### src/rtl/adc_capture_ctrl.sv
// Serial-ADC front end: generates adc_clk/adc_conv, shifts in a frame, extracts a
// sample field, decimates, applies a level/edge trigger and hands samples over valid/ready.
module adc_capture_ctrl #(
  parameter int CLK_DIV    = 64,
  parameter int FRAME_BITS = 16,
  parameter int MSB_POS    = 13,
  parameter int SAMPLE_W   = 8,
  parameter int CONV_IDLE  = 3,
  parameter int DEC_W      = 8
) (
  input  logic                osc_clk,
  input  logic                reset,
  input  logic                enable,
  input  logic                clear,
  input  logic [1:0]          trig_mode,
  input  logic [SAMPLE_W-1:0] trig_level,
  input  logic [DEC_W-1:0]    decim,
  input  logic                adc_data,
  output logic                adc_clk,
  output logic                adc_conv,
  output logic [SAMPLE_W-1:0] sample_data,
  output logic                sample_valid,
  input  logic                sample_ready,
  output logic                armed,
  output logic                triggered,
  output logic                overrun
);

  localparam int HALF    = CLK_DIV / 2;
  localparam int DIV_W   = (HALF > 2) ? $clog2(HALF) : 1;
  localparam int CNT_MAX = (FRAME_BITS > CONV_IDLE) ? FRAME_BITS : CONV_IDLE;
  localparam int CNT_W   = $clog2(CNT_MAX + 1);

  typedef enum logic [1:0] {S_IDLE, S_CONV, S_SHIFT, S_DONE} state_t;

  state_t                state, state_nxt;
  logic [DIV_W-1:0]      div_cnt;
  logic [CNT_W-1:0]      bit_cnt;
  logic [DEC_W-1:0]      dec_cnt;
  logic                  rise_stb;
  logic [FRAME_BITS-1:0] frame_p0;
  logic [SAMPLE_W-1:0]   cur_p0;
  logic                  done_p0, keep_p0, fire_p0, pass_p0;
  logic [SAMPLE_W-1:0]   prev_sample;
  logic                  prev_valid;
  logic [SAMPLE_W-1:0]   sample_p1;
  logic                  vld_p1;
  logic                  load_ok;

  always_ff @(posedge osc_clk or posedge reset) begin
    if (reset) begin
      div_cnt <= '0;
      adc_clk <= 1'b0;
    end else if (!enable) begin
      div_cnt <= '0;
      adc_clk <= 1'b0;
    end else if (div_cnt == DIV_W'(HALF - 1)) begin
      div_cnt <= '0;
      adc_clk <= ~adc_clk;
    end else begin
      div_cnt <= div_cnt + DIV_W'(1);
    end
  end

  assign rise_stb = enable && !adc_clk && (div_cnt == DIV_W'(HALF - 1));

  always_ff @(posedge osc_clk or posedge reset) begin
    if (reset) state <= S_IDLE;
    else       state <= state_nxt;
  end

  always_comb begin
    state_nxt = state;
    if (!enable) begin
      state_nxt = S_IDLE;
    end else begin
      case (state)
        S_IDLE:  state_nxt = S_CONV;
        S_CONV:  if (rise_stb && bit_cnt == CNT_W'(CONV_IDLE - 1)) state_nxt = S_SHIFT;
        S_SHIFT: if (rise_stb && bit_cnt == CNT_W'(FRAME_BITS - 1)) state_nxt = S_DONE;
        default: state_nxt = S_CONV;
      endcase
    end
  end

  always_comb begin
    adc_conv = (state != S_SHIFT);
    done_p0  = enable && (state == S_DONE);
    armed    = enable && (state != S_IDLE) && !triggered;
  end

  // Counts CONV periods, then frame bits; restarts on every state change.
  always_ff @(posedge osc_clk or posedge reset) begin
    if (reset)                                begin bit_cnt <= '0; end
    else if (!enable || state_nxt != state)   begin bit_cnt <= '0; end
    else if (rise_stb && (state == S_CONV || state == S_SHIFT)) begin
      bit_cnt <= bit_cnt + CNT_W'(1);
    end
  end

  always_ff @(posedge osc_clk) begin
    if (state == S_SHIFT && rise_stb) frame_p0 <= {frame_p0[FRAME_BITS-2:0], adc_data};
  end

  // ---- p0: frame complete, extract / decimate / trigger ----
  assign cur_p0  = frame_p0[MSB_POS -: SAMPLE_W];
  assign keep_p0 = done_p0 && (dec_cnt == '0);

  always_ff @(posedge osc_clk or posedge reset) begin
    if (reset)        dec_cnt <= '0;
    else if (done_p0) dec_cnt <= keep_p0 ? decim : dec_cnt - DEC_W'(1);
  end

  always_comb begin
    case (trig_mode)
      2'b01:   fire_p0 = prev_valid && (prev_sample <  trig_level) && (cur_p0 >= trig_level);
      2'b10:   fire_p0 = prev_valid && (prev_sample >= trig_level) && (cur_p0 <  trig_level);
      default: fire_p0 = 1'b1;
    endcase
  end

  assign pass_p0 = keep_p0 && !clear && (triggered || fire_p0);

  always_ff @(posedge osc_clk or posedge reset) begin
    if (reset) begin
      triggered  <= 1'b0;
      prev_valid <= 1'b0;
    end else if (!enable || clear) begin
      triggered  <= 1'b0;
      prev_valid <= 1'b0;
    end else if (keep_p0) begin
      prev_valid <= 1'b1;
      if (fire_p0) triggered <= 1'b1;
    end
  end

  always_ff @(posedge osc_clk) begin
    if (keep_p0) prev_sample <= cur_p0;
  end

  // ---- p1: single-entry output register ----
  assign load_ok = !vld_p1 || sample_ready;

  always_ff @(posedge osc_clk or posedge reset) begin
    if (reset) begin
      sample_p1 <= '0;
      vld_p1    <= 1'b0;
      overrun   <= 1'b0;
    end else begin
      if (pass_p0 && load_ok) begin
        sample_p1 <= cur_p0;
        vld_p1    <= 1'b1;
      end else if (vld_p1 && sample_ready) begin
        vld_p1    <= 1'b0;
      end
      if (clear)                    overrun <= 1'b0;
      else if (pass_p0 && !load_ok) overrun <= 1'b1;
    end
  end

  assign sample_data  = sample_p1;
  assign sample_valid = vld_p1;

endmodule

### config.mk
export PLATFORM = sky130hd
export DESIGN_NAME = adc_capture_ctrl
export DESIGN_NICKNAME = d
export VERILOG_FILES = /design/src/rtl/adc_capture_ctrl.sv
export SDC_FILE = /design/constraint.sdc
export NUM_CORES = 1
export LEC_CHECK = 0
export CAP_MARGIN = 20
export CORE_MARGIN = 1.5
export CORE_UTILIZATION = 35
export DETAILED_ROUTE_END_ITERATION = 8
export SYNTH_ARGS = -nofsm -noshare
export SYNTH_HDL_FRONTEND = slang
export SYNTH_SLANG_ARGS = --single-unit
### constraint.sdc
create_clock -name osc_clk -period 3.1 [get_ports osc_clk]
set_input_delay 0.62 -clock osc_clk [delete_from_list [all_inputs] [get_ports osc_clk]]
set_output_delay 0.62 -clock osc_clk [all_outputs]
set_load 0.03 [all_outputs]
==> impl_results.html <==
<table>
<tr><th>Metric</th><th>Value</th></tr>
<tr><th colspan="2">Route</th></tr>
<tr><td>Post-DR vias/cell</td><td>4.77</td></tr>
<tr><td>WL final</td><td>5150 um</td></tr>
<tr><td>Vias post-DR</td><td>1879</td></tr>
<tr><td>Iteration-0 DRC count of the detailed router</td><td>115</td></tr>
<tr><td>DR WL/cell</td><td>13.1 um</td></tr>
<tr><td>Length of the first detailed-routing pass in iterations</td><td>4</td></tr>
<tr><td>Antenna-violating nets left</td><td>0</td></tr>
<tr><td>Number of remaining DRC errors</td><td>0</td></tr>
<tr><th colspan="2">GRT</th></tr>
<tr><td>Maximum number of pins on one net before global-route repair</td><td>34</td></tr>
<tr><td>Initial antenna violation count</td><td>0</td></tr>
<tr><td>First-pass GRT wire length</td><td>8710 um</td></tr>
<tr><td>All-layer global routing usage</td><td>13.0%</td></tr>
<tr><td>Overflow after GRT</td><td>0</td></tr>
<tr><td>Number of global-route vias before repair</td><td>1826</td></tr>
<tr><th colspan="2">Layout</th></tr>
<tr><td>Footprint of the multi-input gates</td><td>0.00123 sq mm</td></tr>
<tr><td>Diodes inserted</td><td>0</td></tr>
<tr><td>Fraction of final layout cells with drive strength greater than 1</td><td>9.93%</td></tr>
<tr><td>Area of all sequential standard cells</td><td>0.00149 sq mm</td></tr>
<tr><td>Final-layout fill cell count</td><td>721</td></tr>
<tr><td>Final standard cell count with taps included and fillers excluded</td><td>394</td></tr>
<tr><td>Final standard cell area without fillers</td><td>0.00343 sq mm</td></tr>
<tr><td>Area growth from synthesis to layout</td><td>22.3%</td></tr>
<tr><td>Post-layout net count</td><td>344</td></tr>
<tr><th colspan="2">Logic synthesis</th></tr>
<tr><td>Top cell type's share of synthesized area</td><td>29.5%</td></tr>
<tr><td>Fraction of the yosys area taken by sequential cells</td><td>53.0%</td></tr>
<tr><td>Distinct cell type count of the synthesized netlist</td><td>44</td></tr>
<tr><td>Total of warnings raised by yosys</td><td>0</td></tr>
<tr><td>Most area-hungry cell type in the Yosys netlist</td><td>dfrtp_1</td></tr>
<tr><td>Top cells by area in the synthesized netlist</td><td>dfrtp_1, edfxtp_1, ha_1, mux2_2, a21oi_1</td></tr>
<tr><td>Combined area of all synthesized cells</td><td>0.00280 sq mm</td></tr>
<tr><td>Flip-flop cell with the highest count after synthesis</td><td>dfrtp_1</td></tr>
<tr><td>Post-synth EDFFs</td><td>22</td></tr>
<tr><td>Cell count after synthesis</td><td>244</td></tr>
<tr><td>Register bit total from synthesis</td><td>55</td></tr>
<tr><td>FFs w/ async S/R, synth</td><td>60.0%</td></tr>
<tr><td>Net count after synthesis</td><td>297</td></tr>
<tr><td>Average footprint of a synthesized cell</td><td>11.5 sq um</td></tr>
<tr><th colspan="2">Timing</th></tr>
<tr><td>Final hold violation count</td><td>0</td></tr>
<tr><td>Clock skew after layout</td><td>0.0105 ns</td></tr>
<tr><td>Final critical-path share of the clock period</td><td>90.1%</td></tr>
<tr><td>Transition time of the tightest slew-check pin</td><td>0.506 ns</td></tr>
<tr><td>RSZ-0062 raised after global routing</td><td>no</td></tr>
<tr><td>Smallest setup slack after layout</td><td>0.308 ns</td></tr>
<tr><td>Setup Viol. Count Final</td><td>0</td></tr>
<tr><td>Post-layout minimum cycle time</td><td>2.79 ns</td></tr>
<tr><td>Max Clk Rate</td><td>358 MHz</td></tr>
<tr><td>Number of pins exceeding their max-slew limit in the final report</td><td>0</td></tr>
<tr><td>Relative slew slack</td><td>66.2%</td></tr>
<tr><th colspan="2">Place</th></tr>
<tr><td>Number of placed cells counting well taps</td><td>386</td></tr>
<tr><td>Standard cell area after detailed placement</td><td>0.00333 sq mm</td></tr>
<tr><td>Post-DP HPWL</td><td>3860 um</td></tr>
<tr><td>Gp weighted congestion</td><td>0.768</td></tr>
<tr><td>Number of buffers inserted by port buffering</td><td>37</td></tr>
<tr><td>Placement-stage worst setup slack</td><td>-0.0386 ns</td></tr>
<tr><th colspan="2">Critical path</th></tr>
<tr><td>Critical Path Start Type</td><td>input port</td></tr>
<tr><td>Setup CP Type</td><td>in2reg</td></tr>
<tr><td>Data required time of the worst path</td><td>3.31 ns</td></tr>
<tr><td>Nature of the critical path endpoint</td><td>register</td></tr>
<tr><td>Maximum fanout encountered on the critical timing path</td><td>8</td></tr>
<tr><td>Critical path data arrival time</td><td>3.00 ns</td></tr>
<tr><th colspan="2">Clock tree</th></tr>
<tr><td>Worst-path clk slew</td><td>0.11 ns</td></tr>
<tr><td>Number of setup buffers added after CTS</td><td>0</td></tr>
<tr><td>Latest clock arrival within the worst-skew pair</td><td>0.31 ns</td></tr>
<tr><td>Clock Tree Buf Depth</td><td>2</td></tr>
<tr><td>Clock sink total</td><td>55</td></tr>
<tr><td>Hold buffer count at CTS</td><td>0</td></tr>
<tr><td>Clock Root Buffer</td><td>clkbuf_8</td></tr>
<tr><td>Post-CTS sizing</td><td>0</td></tr>
<tr><td>Number of H-tree branching levels</td><td>2</td></tr>
<tr><td>Cts bufs inserted</td><td>5</td></tr>
<tr><td>TritonCTS clock tree</td><td>built</td></tr>
<tr><th colspan="2">Run</th></tr>
<tr><td>Number of max-capacitance violations reported</td><td>0</td></tr>
<tr><th colspan="2">Floorplanning</th></tr>
<tr><td>Placeable Area</td><td>0.00773 sq mm</td></tr>
<tr><td>Area of the die</td><td>0.00855 sq mm</td></tr>
<tr><td>Site row count</td><td>32</td></tr>
<tr><td>Initial Utilization</td><td>36.3%</td></tr>
<tr><td>Overall die width</td><td>92.5 um</td></tr>
<tr><td>Die span in y</td><td>92.5 um</td></tr>
<tr><td>Number of top-level design ports</td><td>38</td></tr>
<tr><th colspan="2">Power</th></tr>
<tr><td>PD cells</td><td>374 mW/mm^2</td></tr>
<tr><td>Leak Pwr</td><td>1.46 nW</td></tr>
<tr><td>Worst IR Drop VDD</td><td>0.201 mV</td></tr>
<tr><td>Post-layout power</td><td>1.28 mW</td></tr>
<tr><th colspan="2">Hold path</th></tr>
<tr><td>Min-Delay Path Class</td><td>reg2reg</td></tr>
<tr><th colspan="2">Outcome</th></tr>
<tr><td>Result of the run</td><td>finished clean</td></tr>
</table>
-- worst paths after layout --
check	from	endpoint	slack (ns)	depth (start not counted)
max	trig_level[1]	sample_data[5]$_DFFE_PP0P_	0.31	10
min	frame_p0[3]$_DFFE_PP_	frame_p0[4]$_DFFE_PP_	0.43	0
max reg2reg	frame_p0[7]$_DFFE_PP_	sample_data[5]$_DFFE_PP0P_	0.63	8
min reg2reg	frame_p0[3]$_DFFE_PP_	frame_p0[4]$_DFFE_PP_	0.43	0
max in group asynchronous	reset	dec_cnt[0]$_DFFE_PP0P_	2.10	3
min in group asynchronous	reset	sample_data[6]$_DFFE_PP0P_	0.68	3
-- worst max-delay path, stage by stage --
cell and delay, ns:
clkdlybuf4s50_1 0.45, inv_1 0.06, ha_1 0.29, nor2b_1 0.14
o211ai_1 0.11, a2111oi_0 0.37, a211oi_1 0.10, buf_4 0.16
o2111ai_4 0.32, mux2_2 0.38
-- cell usage after synthesis (2+ instances only) --
cell type   n
o211ai_1    4
nand2_1    18
dfrtp_1    33
a21boi_0    2
o31ai_1     3
xor2_1      3
ha_1       29
nor3b_1     2
o21ai_0    10
or3_1       2
xnor2_1     3
nand3_1     3
a31o_2      2
clkbuf_1    2
a31oi_1     2
mux2_2      8
nor2b_1     2
nand2b_1    2
nand4_1     5
nor3_1      4
and2_1      5
a21oi_1    16
nor2_1     21
inv_1      21
and3_1      2
edfxtp_1   22
-- state kept, by name, summed over array words and instances, names as in the netlist, 2 cells and up --
| name | count |
|---|---|
| prev_sample | 8 |
| div_cnt | 5 |
| bit_cnt | 5 |
| dec_cnt | 8 |
| state | 2 |
| frame_p0 | 14 |
| sample_data | 8 |
-- area by class of cell --
cell class / instances / area share (%)
multi-input cells: 166 / 35.9
flip-flops and latches: 55 / 43.4
repair buffers: 42 / 11.9
clock inverters: 3 / 0.803
well taps: 102 / 3.72
inverters: 21 / 2.30
clock buffers: 5 / 2.01
-- per-stage QoR --
step | setup TNS (ns) | utilization, % | hold WS (ns)
after floorplan | 0 | - | 0.400
after global placement | 0 | 43.1 | 0.407
after detailed placement | -0.251 | 43.1 | 0.407
after CTS | 0 | 44.3 | 0.432
after global routing | 0 | 44.3 | 0.437
final | 0 | 44.3 | 0.430
-- layout by cell type (no fill, tap or decap), drive strengths merged, types with 8 or more instances in the layout --
cell | Yosys | layout
a21oi | 16 | 16
nor2 | 22 | 22
o21ai | 11 | 11
edfxtp | 22 | 22
clkdlybuf4s50 | 0 | 37
mux2 | 8 | 8
ha | 29 | 29
dfrtp | 33 | 33
inv | 21 | 23
nand2 | 19 | 19
-- cell families (layout without fill, tap and decap cells) --
logic type / after synthesis / count (layout) / share of synthesized area [%]
compound gates: 50 / 50 / 12.6
xor+xnor: 6 / 6 / 1.88
fa+ha+maj: 29 / 29 / 12.9
buf+inv: 23 / 71 / 3.08
flops: 55 / 55 / 53.0
mux: 8 / 8 / 3.21
simple gates: 73 / 73 / 13.3
-- routing by layer --
metal,track usage (%),vias up,share of wire [%]
met4,4.23,0,0.99
li1,-,970,-
met2,20.5,25,47
met3,2.22,5,2.5
met1,18.1,879,49
met5,0,-,0
-- power by group --
| group | total (mW) | switching (mW) | internal, mW |
|---|---|---|---|
| Combinational | 0.102 | 0.0502 | 0.0519 |
| Clock | 0.419 | 0.251 | 0.168 |
| Sequential | 0.760 | 0.00369 | 0.756 |
(Power assumes the default switching activity.)
